### src/rtl/mips_pkg.sv
// Shared MIPS core definitions: register file geometry defaults and named register indices.
package mips_pkg;
   localparam int DEF_DATA_W   = 32;
   localparam int DEF_ADDR_W   = 5;
   localparam int DEF_NUM_REGS = 32;

   localparam logic [4:0] REG_ZERO = 5'd0;
   localparam logic [4:0] REG_SP   = 5'd29;
   localparam logic [4:0] REG_RA   = 5'd31;

   function automatic logic is_zero_reg(input logic [4:0] idx);
      return idx == REG_ZERO;
   endfunction
endpackage

### src/rtl/register_file_read_port.sv
// One combinational read port: array mux, $zero force, and write-through bypass
// when REGFILE_BYPASS_EN is defined.
module regfile_read_port
   import mips_pkg::*;
#(
   parameter int DATA_W   = DEF_DATA_W,
   parameter int ADDR_W   = DEF_ADDR_W,
   parameter int NUM_REGS = DEF_NUM_REGS
) (
   input  logic [NUM_REGS-1:0][DATA_W-1:0] regs,
   input  logic [ADDR_W-1:0]               addr,
   input  logic                            reset_n,
   input  logic                            should_write,
   input  logic [ADDR_W-1:0]               write_addr,
   input  logic [DATA_W-1:0]               write_data,
   output logic [DATA_W-1:0]               data
);
   logic addr_zero;
   assign addr_zero = (addr == ADDR_W'(REG_ZERO));

`ifdef REGFILE_BYPASS_EN
   logic bypass_hit;
   assign bypass_hit = reset_n && should_write && (write_addr != ADDR_W'(REG_ZERO))
                       && (write_addr == addr);
`else
   logic unused_bypass;
   assign unused_bypass = ^{reset_n, should_write, write_addr, write_data};
`endif

   always_comb begin
      data = regs[addr];
      if (addr_zero) data = '0;
`ifdef REGFILE_BYPASS_EN
      // In-flight WB result wins over the stored value so ID sees it a cycle early.
      if (bypass_hit) data = write_data;
`endif
   end
endmodule

### src/rtl/register_file.sv
// 32x32 MIPS GPR file: two combinational read ports, one synchronous write port, $zero hardwired.
// Optional write-through bypass enabled by defining REGFILE_BYPASS_EN.
module register_file
   import mips_pkg::*;
#(
   parameter int DATA_W   = DEF_DATA_W,
   parameter int ADDR_W   = DEF_ADDR_W,
   parameter int NUM_REGS = DEF_NUM_REGS
) (
   input  logic              clock,
   input  logic              reset_n,
   input  logic [ADDR_W-1:0] read_addr_1,
   input  logic [ADDR_W-1:0] read_addr_2,
   output logic [DATA_W-1:0] read_data_1,
   output logic [DATA_W-1:0] read_data_2,
   input  logic              should_write,
   input  logic [ADDR_W-1:0] write_addr,
   input  logic [DATA_W-1:0] write_data
);
   localparam int NUM_RD = 2;

   logic [NUM_REGS-1:0][DATA_W-1:0] regs;
   logic [NUM_RD-1:0][ADDR_W-1:0]   rd_addr;
   logic [NUM_RD-1:0][DATA_W-1:0]   rd_data;

   // Entry 0 is never written, so it stays at its reset value of 0.
   always_ff @(posedge clock or negedge reset_n) begin
      if (!reset_n)
         regs <= '0;
      else if (should_write && (write_addr != ADDR_W'(REG_ZERO)))
         regs[write_addr] <= write_data;
   end

   assign rd_addr     = {read_addr_2, read_addr_1};
   assign read_data_1 = rd_data[0];
   assign read_data_2 = rd_data[1];

   for (genvar p = 0; p < NUM_RD; p++) begin : g_rd
      regfile_read_port #(
         .DATA_W   (DATA_W),
         .ADDR_W   (ADDR_W),
         .NUM_REGS (NUM_REGS)
      ) u_rd (
         .regs         (regs),
         .addr         (rd_addr[p]),
         .reset_n      (reset_n),
         .should_write (should_write),
         .write_addr   (write_addr),
         .write_data   (write_data),
         .data         (rd_data[p])
      );
   end
endmodule

### config.mk
export PLATFORM = sky130hd
export DESIGN_NAME = register_file
export DESIGN_NICKNAME = d
export VERILOG_FILES = /design/src/rtl/mips_pkg.sv /design/src/rtl/register_file_read_port.sv /design/src/rtl/register_file.sv
export SDC_FILE = /design/constraint.sdc
export NUM_CORES = 2
export LEC_CHECK = 0
export BUFFER_PORTS_ARGS = -buffer_cell sky130_fd_sc_hd__buf_2
export CAP_MARGIN = 10
export CORE_AREA = 2 2 304 457
export CTS_CLUSTER_SIZE = 16
export DETAILED_ROUTE_END_ITERATION = 6
export DIE_AREA = 0 0 306 459
export PLACE_DENSITY_LB_ADDON = 0.1
export RECOVER_POWER = 100
export SETUP_SLACK_MARGIN = 0.15
export SLEW_MARGIN = 40
export SYNTH_ARGS = -nofsm -noshare
export SYNTH_HDL_FRONTEND = slang
export SYNTH_SLANG_ARGS = --single-unit
### constraint.sdc
create_clock -name clock -period 3 [get_ports clock]
set_input_delay 0.6 -clock clock [delete_from_list [all_inputs] [get_ports clock]]
set_output_delay 0.6 -clock clock [all_outputs]
set_load 0.005 [all_outputs]
==> impl_results.md <==
* Cell variety after synth at 38
* Setup crit start kind: register
* Post-synthesis sequential area ratio at a little under half
* Layout cell share with drive strength beyond 1 at roughly 61%
* Largest regs: regs x1024
* Synth-to-Final Area Change at 23.90%
* Power share of the clock group at approximately 35%
* Async SR Flop Fraction at 100.0%
* CTS Buf Count at 106
* Register area at roughly 26,000 um2
* Worst Max-Slew Pin Slew at around 2.3 ns
* Final Power at roughly 43 mW
* Synth top area share at between 40% and 50%
* Final hold vios at 0
* Most flops, register: regs
* Status: complete, but fails checks
* Switch Pwr at 12.18 mW
* Post-route DRC at 0
* Port-buffer cells at between 100 and 150
* Die area at 140,500 um2
* Tot GR Track Use at between 30% and 40%
* Synth Instances at between 3,000 and 4,000
* Placed cell count at 5,485
* RSZ-0062 raised after global routing: yes
* # H-tree levels at 3
* Clock sinks at around 1,000
* Biggest area consumer among synthesized cells: dfrtp_1
* CTS root buf: clkbuf_16
* Top-level port count at approximately 110
* Violated checks: max-capacitance violations, max-slew violations, negative setup slack
* Internal power at roughly 31 mW
* Finished Layout Cells at a little under 6,000
* Gr ovfl total at 0
* Post-synth EDFFs at 0
* Ys Warns at 0
* Mapped Nets at around 3,600
* Dpl hpwl at between 100,000 and 150,000 um
* Pre-antenna DRT Iters at 5
* Nets@finish at roughly 4,000
* Comb power frac at 22.7%
* DR vias/cell at 6.432
* Std-Cell Core Area at 136,900 um2
* Power Density at 643.5 nW/um2
* Dpl ws at -0.3971 ns
* Shortest period the worst path allows at about 3.1 ns
* Multi-input logic area at approximately 28,000 um2
* Fill cells at about 12,000
* Clk slew on worst S/H paths at 0.06 ns
* Clock Latency Late Sink at between 0.7 and 0.8 ns
* Type of the most critical hold path: reg -> reg
* Sequential Power Share at about 43%
* Fmax at 0.3190 GHz
* Setup ws final at -0.1353 ns
* Top_reg_cell synth: dfrtp_1
* Netlist Area Pre-Place at ~54,000 um2
* Max Buffers Root-to-Sink at 3
* Fin crit share at 104.5%
* Total number of vias at 37,510
* Row cnt at roughly 170
* Die H at about 460 um
* Crit Path Class: reg -> out
* Arrival @ worst endpoint at ~2.5 ns
* Post-Route WL at approximately 220,000 um
* LEAKAGE at around 29 nW
* Synth area leaders: dfrtp_1, mux2_2, mux4_2
* DIE WIDTH at about 310 um
* First-pass GRT wire length at 310,000 um
* CTS tree: built
* Slew Limit Fails at about 430
* Req. time, crit path at 2.40 ns
* Sw frac at between 20% and 30%
* IR Drop Worst-Case VDD at slightly below 500 uV
* Count leader, synth: dfrtp_1
* Largest net degree at the start of global routing at 105
* Final ANT Viol Nets at 0
* #FFs+latches synth at about 1,000
* Final clock skew at 0 ns
* Avg Synthesized Cell Area at around 15 um2
* Per-cell routed wire length at 37.31 um
* DRT iter0 DRCs at roughly 3,600
* GPL Wtd Cong at around 0.83
* Max FFs per register at a little over 1,000
* Max-cap violation count at 19
* Final setup violation count at 55
* Synth cell count leaders: dfrtp_1, mux2_2, mux4_2
* CP max FO at 2
* Vias in the first global route at between 40,000 and 50,000
* Slew HR at -54.26%
* Worst setup EP type: primary output
* Initial antenna violation count at 15
* Initial Utilization at between 30 and 40%
placed cells by master (no fill, tap or decap), types with 23 or more instances in the layout:
cell type  instances
a211oi_2          23
a221o_1           32
a221oi_1          35
a22oi_1           35
a22oi_2           29
buf_12            94
buf_16            40
buf_2             70
buf_4            276
buf_6             72
clkbuf_1          57
clkbuf_16        110
clkbuf_2          64
clkbuf_8          26
dfrtp_1         1024
mux2_1            23
mux2_2           978
mux2_4            23
mux2i_1          178
mux4_2           448
nand2_1           40
nor2b_1           27
o21ai_1           39
o21ai_2           30
timing repair:
item                                    4_1_cts  5_1_grt
pin swaps                                    69       49
endpoints found under the setup margin       64       64
resized for setup                           347       88
hold endpoints to repair                     36        0
hold buffers                                  1        0
gates cloned                                 28        4
setup buffers                                76       36
stage by stage:
step	hold slack [ns]	util [%]	cell area [um2]	TNS, ns
global placement	0.3763	44.28	60610	-10.08
detailed placement	0.3845	44.29	60610	-9.919
global route	0.4084	49.13	67240	-12.54
floorplan	0.3044	-	54280	0
finish	0.3980	49.14	67250	-2.749
CTS	0.3835	49.33	67510	-2.148
layout make-up:
| class | count | share of cell area, % |
|---|---|---|
| clock inverters | 56 | 1.278 |
| well taps | 1774 | 3.301 |
| inverters | 2 | 0.02605 |
| multi-input cells | 2130 | 41.73 |
| flip-flops and latches | 1024 | 38.10 |
| diodes | 5 | 0.01861 |
| repair buffers | 700 | 11.03 |
| clock buffers | 141 | 4.512 |
metal layers:
metal	track usage, %	vias to the layer above	part of all wire, %
met5	0	-	0.043
met4	12.42	14	4.4
met3	5.747	415	8.0
met2	50.04	1667	47
met1	41.59	20660	40
li1	-	14750	-
power by group through the flow:
stage | Combinational (mW) | Sequential, mW | Clock [mW]
after detailed placement | 8.73 | 18.7 | 0
after global routing | 10.4 | 18.8 | 15.7
after floorplan | 6.11 | 17.8 | 0
after CTS | 9.68 | 18.4 | 15.2
after global placement | 8.49 | 18.5 | 0
final | 9.85 | 18.5 | 15.0
path summary, 6_finish.rpt:
kind	from	to	cells past startpoint	slack, ns
setup / recovery	regs[716]	read_data_1[12]	5	-0.14
hold / removal	regs[29]	regs[29]	0	0.40
setup reg to reg	regs[304]	regs[304]	3	1.96
hold reg to reg	regs[29]	regs[29]	0	0.40
max in group asynchronous	reset_n	regs[195]	4	0.21
min in group asynchronous	reset_n	regs[621]	2	0.82
cells by family after synthesis:
group,synth area share (%)
AO/OA/AOI/OAI,4.583
buffers and inverters,3.635
flip-flops,47.21
multiplexers,43.37
AND/OR/NAND/NOR,1.199
critical path, cell delays in order (launching register included):
cell and delay [ns]:
dfrtp_1 0.39, mux4_2 0.54, a22oi_2 0.39, a311oi_2 0.17, buf_4 0.20, buf_6 0.11
Power figures use the tool's default switching activity.
